[src/rtl/bnn_param_loader.sv]
// Streams parameter bytes MSB-first into a serial neuron parameter chain.
// Each accepted byte is shifted out one bit per cycle with setup high. Only
// the first TOTAL_BITS bits of the stream are shifted; unused LSBs of the
// final byte are dropped. When the next byte is already waiting, it is
// accepted on the last shift cycle of the current byte, so there is no gap.
module bnn_param_loader #(
    parameter int unsigned NEURONS   = 4,
    parameter int unsigned INPUTS    = 8,
    parameter int unsigned BIAS_BITS = 3
) (
    input  logic       clk,
    input  logic       reset,
    input  logic       start,
    input  logic [7:0] data_in,
    input  logic       data_valid,
    output logic       data_ready,
    output logic       setup,
    output logic       param_out,
    output logic       busy,
    output logic       done
);

    localparam int unsigned TOTAL_BITS = NEURONS * (INPUTS + BIAS_BITS);
    localparam int unsigned NBYTES     = (TOTAL_BITS + 7) / 8;
    localparam int unsigned BIT_W      = $clog2(TOTAL_BITS + 1);
    localparam int unsigned BYTE_W     = $clog2(NBYTES + 1);
    localparam int unsigned LAST_BITS  = ((TOTAL_BITS % 8) == 0) ? 8 : (TOTAL_BITS % 8);

    typedef enum logic [1:0] {
        IDLE  = 2'd0,
        FETCH = 2'd1,
        SHIFT = 2'd2,
        DONE  = 2'd3
    } state_t;

    state_t             state_q, state_d;
    logic [BIT_W-1:0]   bit_cnt_q, bit_cnt_d;
    logic [BYTE_W-1:0]  byte_cnt_q, byte_cnt_d;
    logic [7:0]         buf_q, buf_d;
    logic [3:0]         left_q, left_d;
    logic               last_q, last_d;
    logic               final_byte_c;

    // The byte about to be accepted is the final one of the stream.
    assign final_byte_c = (byte_cnt_q == BYTE_W'(NBYTES - 1));

    // State and datapath registers with synchronous reset.
    always_ff @(posedge clk) begin
        if (reset) begin
            state_q    <= IDLE;
            bit_cnt_q  <= '0;
            byte_cnt_q <= '0;
            buf_q      <= '0;
            left_q     <= '0;
            last_q     <= 1'b0;
        end else begin
            state_q    <= state_d;
            bit_cnt_q  <= bit_cnt_d;
            byte_cnt_q <= byte_cnt_d;
            buf_q      <= buf_d;
            left_q     <= left_d;
            last_q     <= last_d;
        end
    end

    // Next-state and output decode; the byte load path is shared by FETCH and SHIFT.
    always_comb begin
        state_d    = state_q;
        bit_cnt_d  = bit_cnt_q;
        byte_cnt_d = byte_cnt_q;
        buf_d      = buf_q;
        left_d     = left_q;
        last_d     = last_q;
        data_ready = 1'b0;
        setup      = 1'b0;
        param_out  = 1'b0;
        busy       = 1'b0;
        done       = 1'b0;

        case (state_q)
            IDLE: begin
                if (start) begin
                    bit_cnt_d  = '0;
                    byte_cnt_d = '0;
                    state_d    = FETCH;
                end
            end
            FETCH: begin
                busy       = 1'b1;
                data_ready = 1'b1;
                if (data_valid) begin
                    buf_d      = data_in;
                    byte_cnt_d = byte_cnt_q + BYTE_W'(1);
                    last_d     = final_byte_c;
                    left_d     = final_byte_c ? 4'(LAST_BITS) : 4'd8;
                    state_d    = SHIFT;
                end
            end
            SHIFT: begin
                busy      = 1'b1;
                setup     = 1'b1;
                param_out = buf_q[7];
                buf_d     = {buf_q[6:0], 1'b0};
                bit_cnt_d = bit_cnt_q + BIT_W'(1);
                left_d    = left_q - 4'd1;
                if (bit_cnt_q == BIT_W'(TOTAL_BITS - 1)) begin
                    state_d = DONE;
                end else if (left_q == 4'd1 && !last_q) begin
                    data_ready = 1'b1;
                    if (data_valid) begin
                        buf_d      = data_in;
                        byte_cnt_d = byte_cnt_q + BYTE_W'(1);
                        last_d     = final_byte_c;
                        left_d     = final_byte_c ? 4'(LAST_BITS) : 4'd8;
                    end else begin
                        state_d = FETCH;
                    end
                end
            end
            DONE: begin
                busy    = 1'b1;
                done    = 1'b1;
                state_d = IDLE;
            end
            default: begin
                state_d = IDLE;
            end
        endcase
    end

endmodule

[config.mk]
export PLATFORM = sky130hd
export DESIGN_NAME = bnn_param_loader
export DESIGN_NICKNAME = d
export VERILOG_FILES = /design/src/rtl/bnn_param_loader.sv
export SDC_FILE = /design/constraint.sdc
export NUM_CORES = 1
export LEC_CHECK = 0
export ABC_AREA = 1
export BUFFER_PORTS_ARGS = -buffer_cell sky130_fd_sc_hd__buf_4
export CAP_MARGIN = 20
export CORE_MARGIN = 3
export CORE_UTILIZATION = 55
export DETAILED_ROUTE_END_ITERATION = 8
export PLACE_DENSITY = 0.76
export SYNTH_ARGS = -nofsm -noshare
export SYNTH_HDL_FRONTEND = slang
export SYNTH_SLANG_ARGS = --single-unit
[constraint.sdc]
create_clock -name clk -period 3.8 [get_ports clk]
set_input_delay 0.76 -clock clk [delete_from_list [all_inputs] [get_ports clk]]
set_output_delay 0.76 -clock clk [all_outputs]
set_load 0.1 [all_outputs]
==> results of run 1 <==
-- worst max-delay path: stages, from the launching register on --
cell     delay [ps]
dfxtp_1         370
inv_1           120
ha_1            180
inv_1            70
nor2_1          150
nand3_1         120
a21oi_2         180
buf_4           310
-- sequential cells by signal, summed over array words and instances, names as in the netlist --
register,flops
left_q,4
buf_q,8
last_q,1
state_q,2
byte_cnt_q,3
bit_cnt_q,6
-- synth_stat cells (all sizes together) --
library cell,instances
a21oi,13
buf,3
clkbuf,1
dfxtp,24
ha,10
inv,38
nand2,43
nand3,31
nand4,4
nor2,20
nor3,6
nor3b,1
o2111ai,1
o211ai,1
o21a,1
o21ai,9
or2,8
xnor2,1
xor2,1
-- kinds of logic (layout without fill, tap and decap cells) --
family,count (synthesis),in the layout,share of synthesized area [%]
compound gates,25,25,8.93
xor+xnor,2,2,1.17
fa+ha+maj,10,10,8.35
buf+inv,42,59,11.8
flops,24,24,32.1
simple gates,113,113,37.7
-- final cells by class --
type | count | area, sq um
inverter | 38 | 143
clock buffer | 4 | 36.3
sequential | 24 | 480
multi-input combinational | 150 | 846
tap | 30 | 37.5
fill | 219 | 875
timing repair buffer | 17 | 128
-- metrics by stage --
| stage | utilization, % | worst slack, ps | std cells | instance area (sq um) |
|---|---|---|---|---|
| final | 65.6 | 1210 | 263 | 1670 |
| after floorplan | - | 356 | 216 | 1500 |
| after detailed placement | 64.2 | 1650 | 259 | 1630 |
| after global routing | 65.6 | 1130 | 263 | 1670 |
| after CTS | 65.6 | 1260 | 263 | 1670 |
| after global placement | 64.2 | 1710 | 259 | 1630 |
-- per-layer routing --
metal / GRT usage, % / up-vias / wire (microns)
met5: 0 / - / 0
met4: 9.60 / 0 / 53
met3: 2.45 / 5 / 110
met2: 32.4 / 30 / 1460
met1: 26.9 / 622 / 1500
li1: - / 722 / -
-- path summary, 6_finish.rpt --
check | startpoint | endpoint | slack, ps | depth (start not counted)
worst min register to register | bit_cnt_q[0] | bit_cnt_q[0] | 500 | 1
worst max-delay path | state_q[0] | data_ready | 1210 | 7
worst min-delay path | bit_cnt_q[0] | bit_cnt_q[0] | 500 | 1
worst max register to register | state_q[0] | bit_cnt_q[4] | 1920 | 6
-- power breakdown --
| group | leakage (uW) | internal, uW | total [uW] | switching (uW) |
|---|---|---|---|---|
| logic | 0.000606 | 217 | 665 | 447 |
| registers | 0.000196 | 324 | 376 | 52.0 |
| clock network | 0.0000210 | 58.6 | 136 | 77.4 |
==> metrics, run 1 <==
status=finished, final reports clean; total CTS buffers=3; CTS Buffer Depth=2; most frequent cells in the layout=nand2_1 (39), inv_1 (37), nand3_1 (29), dfxtp_1 (24), buf_4 (17); per-cell routed wire length=11.8 microns; largest vdd supply drop=661 uV; first-pass GRT wire length=between 5000 and 6000 microns; postcts setup bufs=0; Core Region=about 0.0025 sq mm; Worst Max-Slew Pin Slew=around 480 ps; CTS clk-pin slew, worst paths=about 130 ps; Slew HR=roughly 67%; num ports=17; max frequency=386 MHz; Min Clock Period, post-route=2590 ps; Setup TNS Final=0 ps; Rows=18; Vias per Instance=approximately 5.2; RSZ-0062 raised after global routing=false; Buffers on Ports=16; hold buffer count at cts=0; Seq/Total Area, Yosys=approximately a third; height of the chip=slightly below 60 microns; Num Clock Sinks=24; ant diodes=0; distinct cell type count after synthesis=29; area delta synth->final=11.4%; hold slack final=499 ps; Routed Antenna Nets=0; Final HPWL DP=between 2000 and 2500 microns; fin crit share=between 60% and 70%; die footprint=roughly 0.0034 sq mm; register bit total from synthesis=24; Max-Cap Viols=0; routability congestion estimate from global placement=between 0.8 and 0.9; post-CTS sizing=0; worst skew pair latency=between 300 and 400 ps; chip width=58.2 microns; GRT overflow=0; root buf cell=clkbuf_4; critical path peak fanout=5; synthesized instance count=between 200 and 250; HP Class=register to register; type of the worst setup path=register to primary output; Critical Path AT=between 1500 and 2000 ps; Final Hold Vio Count=0; final wirelength=about 3100 microns; leakage=about 0.00082 uW; All-Layer GR Usage=between 20% and 30%; worst clock skew=~2.4 ps; Synth top area share=approximately a third; Initial Util=roughly three fifths; largest net degree at the start of global routing=21; initial antenna violation count=0; Pre-Repair DR Iteration Count=4; Cell Pwr Density=between 700 and 800 mW/mm^2; DRC=0; WP data required=3040 ps; via count=~1400; CP endpoint kind=primary output; largest cells by area after synthesis=dfxtp_1 (32%), nand2_1 (9.8%), nand3_1 (9.7%), inv_1 (9.3%), ha_1 (8.3%); initial DRC count=45; vias in the first global route=1282; Avg Inst Size Synth=6.94 sq um; Ys Warns=0; layout cell share with drive strength beyond 1=17.6%; leading cell type in the layout, fill and taps excluded=nand2_1; CTS tree=built; Synth area leader=dfxtp_1; post-synthesis cell area=around 0.0015 sq mm; Nets=~260; startpoint types=register; syn nets=around 240; setup violators final=0; overall power=1180 uW; H-tree depth=1; Pins Over Slew Limit=0
(Power assumes the default switching activity.)
==> run 2, diff against run 1 <==
Settings changed: CORE_UTILIZATION 55 to 52, PLACE_DENSITY 0.76 to 0.75.
Clock period 3.8 ns to 2.2 ns, I/O delays scaled along.
==> metrics, run 2 (synthesis gave the netlist of run 1 again) <==
most frequent cells in the layout=nand2_1 (39), inv_1 (34), nand3_1 (28), dfxtp_1 (21), buf_4 (17) (was nand2_1 (39), inv_1 (37), nand3_1 (29), dfxtp_1 (24), buf_4 (17)); largest net degree at the start of global routing=20 (was 21); ant diodes=0 (unchanged); Reg with most FFs=buf_q (unchanged); Setup WS pre-CTS=368 ps (was 1650 ps); Rows=18 (unchanged); Pre-Repair DR Iteration Count=4 (unchanged); Routed Antenna Nets=0 (unchanged); Slew HR=66.4% (was 67.4%); Buffers on Ports=16 (unchanged); GRT overflow=0 (unchanged); CP endpoint kind=primary output (unchanged); CTS tree=built (unchanged); Core Region=0.00261 sq mm (was 0.00254 sq mm); CTS Buffer Depth=2 (unchanged); Worst Max-Slew Pin Slew=498 ps (was 484 ps); Max-Cap Viols=0 (unchanged); num ports=17 (unchanged); Final Hold Vio Count=0 (unchanged); Nets=257 (was 256); status=finished, final reports clean (unchanged); fin crit share=between 90% and 100%; H-tree depth=1 (unchanged); routability congestion estimate from global placement=0.827 (was 0.856); setup violators final=0 (unchanged); total CTS buffers=3 (unchanged); Setup TNS Final=0 ps (unchanged); worst setup slack after layout=144 ps (was 1210 ps); leakage=0.000823 uW (about the same); critical path peak fanout=4 (was 5); height of the chip=59.7 microns (was 58.2 microns); postcts setup bufs=0 (unchanged); worst skew pair latency=310 ps (was 320 ps); Pins Over Slew Limit=0 (unchanged); startpoint types=register (unchanged); via count=1378 (was 1379); Min Clock Period, post-route=a little over 2000 ps; DRC=0 (unchanged); Cell Pwr Density=1200 mW/mm^2 (was 704 mW/mm^2); largest registers=buf_q x8, bit_cnt_q x6, left_q x4 (unchanged); type of the worst setup path=register to primary output (unchanged); die footprint=0.00356 sq mm (was 0.00339 sq mm); All-Layer GR Usage=19.6% (was 20.2%); final wirelength=3060 microns (was 3120 microns); hold slack final=322 ps (was 499 ps); overall power=2080 uW (was 1180 uW); chip width=59.7 microns (was 58.2 microns); initial antenna violation count=0 (unchanged); root buf cell=clkbuf_4 (unchanged); first-pass GRT wire length=5420 microns (was 5400 microns); vias in the first global route=1281 (was 1282); worst clock skew=2.43 ps (was 2.44 ps); area delta synth->final=15.1% (was 11.4%); per-cell routed wire length=11.6 microns (was 11.8 microns); largest vdd supply drop=967 uV (was 661 uV); CTS clk-pin slew, worst paths=130 ps (about the same); Critical Path AT=1620 ps (was 1830 ps); RSZ-0062 raised after global routing=false (unchanged); Vias per Instance=5.22 (was 5.24); initial DRC count=62 (was 45); Initial Util=57.4% (was 58.9%); leading cell type in the layout, fill and taps excluded=nand2_1 (unchanged); WP data required=1760 ps (was 3040 ps); layout cell share with drive strength beyond 1=21.8% (was 17.6%); max frequency=between 400 and 500 MHz; Final HPWL DP=2300 microns (was 2380 microns); HP Class=primary input to register (was register to register); max reg flops=8 (unchanged); Num Clock Sinks=24 (unchanged)
==> run 2: cell types whose count changed in the layout (fill, tap and decap cells not counted), sizes merged <==
| cell | change |
|---|---|
| buf | +1 |
| inv | -1 |
| clkinvlp | +1 |
==> run 2: area by class of cell <==
cell class | count | area (sq um)
sequential | 24 | 484
timing repair buffer | 18 | 148
fill | 230 | 887
clock buffer | 4 | 36.3
multi-input combinational | 150 | 873
inverter | 38 | 146
tap | 30 | 37.5
==> run 2: repair_timing <==
item | 4_1_cts | 5_1_grt
gates resized for setup | 1 | 4
hold buffers | 0 | 0
pin swaps | 0 | 1
endpoints found under the setup margin | 1 | 1
==> run 2: power by group <==
group | switching (uW) | leakage [uW] | total, uW | internal, uW
clock network | 131 | 0.0000210 | 232 | 101
registers | 93.2 | 0.000197 | 657 | 563
logic | 778 | 0.000605 | 1190 | 409
==> run 2: path summary, 6_finish.rpt <==
path	startpoint	end	slack (ps)	cells past startpoint
max	bit_cnt_q[0]	data_ready	140	7
min	reset	bit_cnt_q[1]	320	2
max reg2reg	state_q[1]	left_q[2]	390	10
min reg2reg	bit_cnt_q[0]	bit_cnt_q[0]	450	1
==> run 2: routing by layer <==
layer | GRT usage [%] | vias to the layer above | wire length [microns]
met5 | 0 | - | 0
met2 | 30.6 | 19 | 1410
met4 | 7.28 | 0 | 36
li1 | - | 726 | -
met3 | 3.46 | 5 | 109
met1 | 26.9 | 628 | 1500
==> run 2: critical path, stage by stage, from the launching register on <==
cell     delay (ps)
dfxtp_2         360
ha_1            220
nand2_1          90
nor2_2           60
nor2_2          140
nand3_2          90
a21oi_4         160
buf_12          190
==> run 2: metrics by stage <==
| step | cells | utilization (%) | instance area, sq um |
|---|---|---|---|
| floorplan | 216 | - | 1540 |
| global placement | 260 | 64.1 | 1670 |
| detailed placement | 260 | 64.1 | 1670 |
| CTS | 264 | 65.6 | 1710 |
| global route | 264 | 66.0 | 1730 |
| finish | 264 | 66.0 | 1730 |
==> run 3, diff against run 2 <==
Settings changed: CORE_UTILIZATION 52 to 55, PLACE_DENSITY 0.75 to 0.76.
Clock period 2.2 ns to 2.3 ns, I/O delays scaled along.
==> metrics, run 3 (synthesis gave the netlist of run 1 again) <==
status=finished, final reports clean (unchanged); fillers=224 (was 230); fin cells=264 (unchanged); height of the chip=58.2 microns (was 59.7 microns); crit-path leading delay family=flip-flops (was simple AND/OR/NAND/NOR gates); postcts setup bufs=0 (unchanged); Vias per Instance=5.36 (was 5.22); die footprint=0.00339 sq mm (was 0.00356 sq mm); dpl cells=260 (unchanged); type of the worst setup path=register to primary output (unchanged); per-cell routed wire length=12.8 microns (was 11.6 microns); Sw Share=47.7% (was 48.3%); ant diodes=0 (unchanged); Clk pwr share=14.9% (was 11.2%); Core Region=0.00254 sq mm (was 0.00261 sq mm); Slew HR=71.2% (was 66.4%); Min Clock Period, post-route=between 2000 and 2500 ps; max reg flops=8 (unchanged); slowest stage cell, crit path=dfxtp_1 (was dfxtp_2); Pre-Repair DR Iteration Count=4 (unchanged); first-pass GRT wire length=5530 microns (was 5420 microns); largest vdd supply drop=988 uV (was 967 uV); CP endpoint kind=primary output (unchanged); layout cell share with drive strength beyond 1=20.1% (was 21.8%); root buf cell=clkbuf_4 (unchanged); RR Endpoint=left_q[2] (unchanged); vias in the first global route=1391 (was 1281); CTS Buffer Depth=2 (unchanged); Max-Cap Viols=0 (unchanged); H-tree depth=1 (unchanged); Comb pwr share=55.4% (was 57.2%); initial DRC count=47 (was 62); internal power=1100 uW (was 1070 uW); WP data required=1840 ps (was 1760 ps); setup violators final=0 (unchanged); leakage=0.000828 uW (was 0.000823 uW); Initial Util=58.9% (was 57.4%); final wirelength=3380 microns (was 3060 microns); critical path peak fanout=10 (was 4); Cell Pwr Density=1210 mW/mm^2 (was 1200 mW/mm^2); Final Hold Vio Count=0 (unchanged); Reg-to-Reg Start=state_q[1] (unchanged); largest net degree at the start of global routing=20 (unchanged); max frequency=445 MHz; HP Class=primary input to register (unchanged); startpoint types=register (unchanged); Routed Antenna Nets=0 (unchanged); area delta synth->final=15.9% (was 15.1%); initial antenna violation count=0 (unchanged); All-Layer GR Usage=20.7% (was 19.6%); chip width=58.2 microns (was 59.7 microns); worst clock skew=1.40 ps (was 2.43 ps); largest registers=buf_q x8, bit_cnt_q x6, left_q x4 (unchanged); total CTS buffers=3 (unchanged); reg2reg path depth=10 (unchanged); Setup WS pre-CTS=363 ps (was 368 ps); Buffers on Ports=16 (unchanged); Reg with most FFs=buf_q (unchanged); worst skew pair latency=330 ps (was 310 ps); Pins Over Slew Limit=0 (unchanged); R2R setup slack=320 ps (was 390 ps); Setup crit start=state_q[1] (was bit_cnt_q[0]); leading cell type in the layout, fill and taps excluded=nand2_1 (unchanged); Worst Setup EP=data_ready (unchanged); CTS clk-pin slew, worst paths=140 ps (was 130 ps); DRC=0 (unchanged); worst path bufs/invs=2 (was 1); Nets=257 (unchanged); CTS tree=built (unchanged); critical path depth=6 (was 7); num ports=17 (unchanged); Num Clock Sinks=24 (unchanged); routability congestion estimate from global placement=0.873 (was 0.827); via count=1416 (was 1378); Net Sw Power=1010 uW (was 1000 uW); GRT overflow=0 (unchanged); slowest stage delay, CP=460 ps (was 360 ps); register share of total power=29.7% (was 31.6%); fin crit share=97.7%; most frequent cells in the layout=nand2_1 (39), inv_1 (35), nand3_1 (28), dfxtp_1 (24), buf_4 (17) (was nand2_1 (39), inv_1 (34), nand3_1 (28), dfxtp_1 (21), buf_4 (17)); overall power=2110 uW (was 2080 uW); Reg area=480 sq um (was 484 sq um); Multi-input gate area=873 sq um (unchanged); Final HPWL DP=2450 microns (was 2300 microns); Critical Path AT=1790 ps (was 1620 ps); CP cell instances=ha_4 -> inv_1 -> nor2_2 -> nand3_2 -> a21oi_4 -> buf_12 (was ha_1 -> nand2_1 -> nor2_2 -> nor2_2 -> nand3_2 -> a21oi_4 -> buf_12); worst setup slack after layout=52.6 ps (was 144 ps); Worst Max-Slew Pin Slew=427 ps (was 498 ps); Rows=18 (unchanged)
[run 3: cell type report]
cell class / instances / share of cell area [%]
clock inverters: 1 / 1.73
well taps: 30 / 2.16
inverters: 38 / 8.42
flip-flops and latches: 24 / 27.6
repair buffers: 18 / 8.50
clock buffers: 3 / 1.30
multi-input cells: 150 / 50.3
[run 3: power by group through the flow]
| stage | registers, uW | logic, uW | clock network (uW) |
|---|---|---|---|
| final | 626 | 1170 | 314 |
| after global routing | 643 | 1280 | 331 |
| after CTS | 624 | 1140 | 315 |
| after detailed placement | 635 | 1110 | 0 |
| after global placement | 625 | 1080 | 0 |
| after floorplan | 613 | 930 | 0 |
[run 3: worst register-to-register path, stage by stage (launching register included)]
cell and delay, ps:
dfxtp_1 460, inv_1 140, ha_1 230, inv_1 140, nand2_1 80, nand2_2 270, inv_1 160, a21oi_1 220
nand2_1 80, inv_1 50, a21oi_1 60
[run 3: routing by layer]
layer / vias up / part of all wire, % / GRT usage [%]
li1: 726 / - / -
met1: 671 / 45 / 24.6
met2: 16 / 52 / 37.7
met3: 3 / 2.1 / 2.67
met4: 0 / 0.74 / 7.62
met5: - / 0 / 0
[run 3: per-stage QoR]
step,TNS (ps),cell area [sq um],utilization [%],hold slack (ps)
finish,0,1740,68.3,325
global route,-25.8,1740,68.3,323
CTS,0,1720,67.7,335
detailed placement,0,1670,65.4,474
global placement,0,1670,65.4,463
floorplan,0,1530,-,447
[run 3: worst min path at each step]
stage,slack [ps],from,to,cells past startpoint
after CTS,340,reset,bit_cnt_q[1],2
after floorplan,450,bit_cnt_q[0],bit_cnt_q[0],1
after global placement,460,bit_cnt_q[0],bit_cnt_q[0],1
after detailed placement,470,bit_cnt_q[0],bit_cnt_q[0],1
after global routing,320,reset,byte_cnt_q[2],2
final,330,reset,bit_cnt_q[1],2
[run 3: repair_timing]
action                                  in CTS  in global routing
endpoints found under the hold margin        0                  0
hold buffers                                 0                  0
resized for setup                            1                  4
endpoints found under the setup margin       1                  1
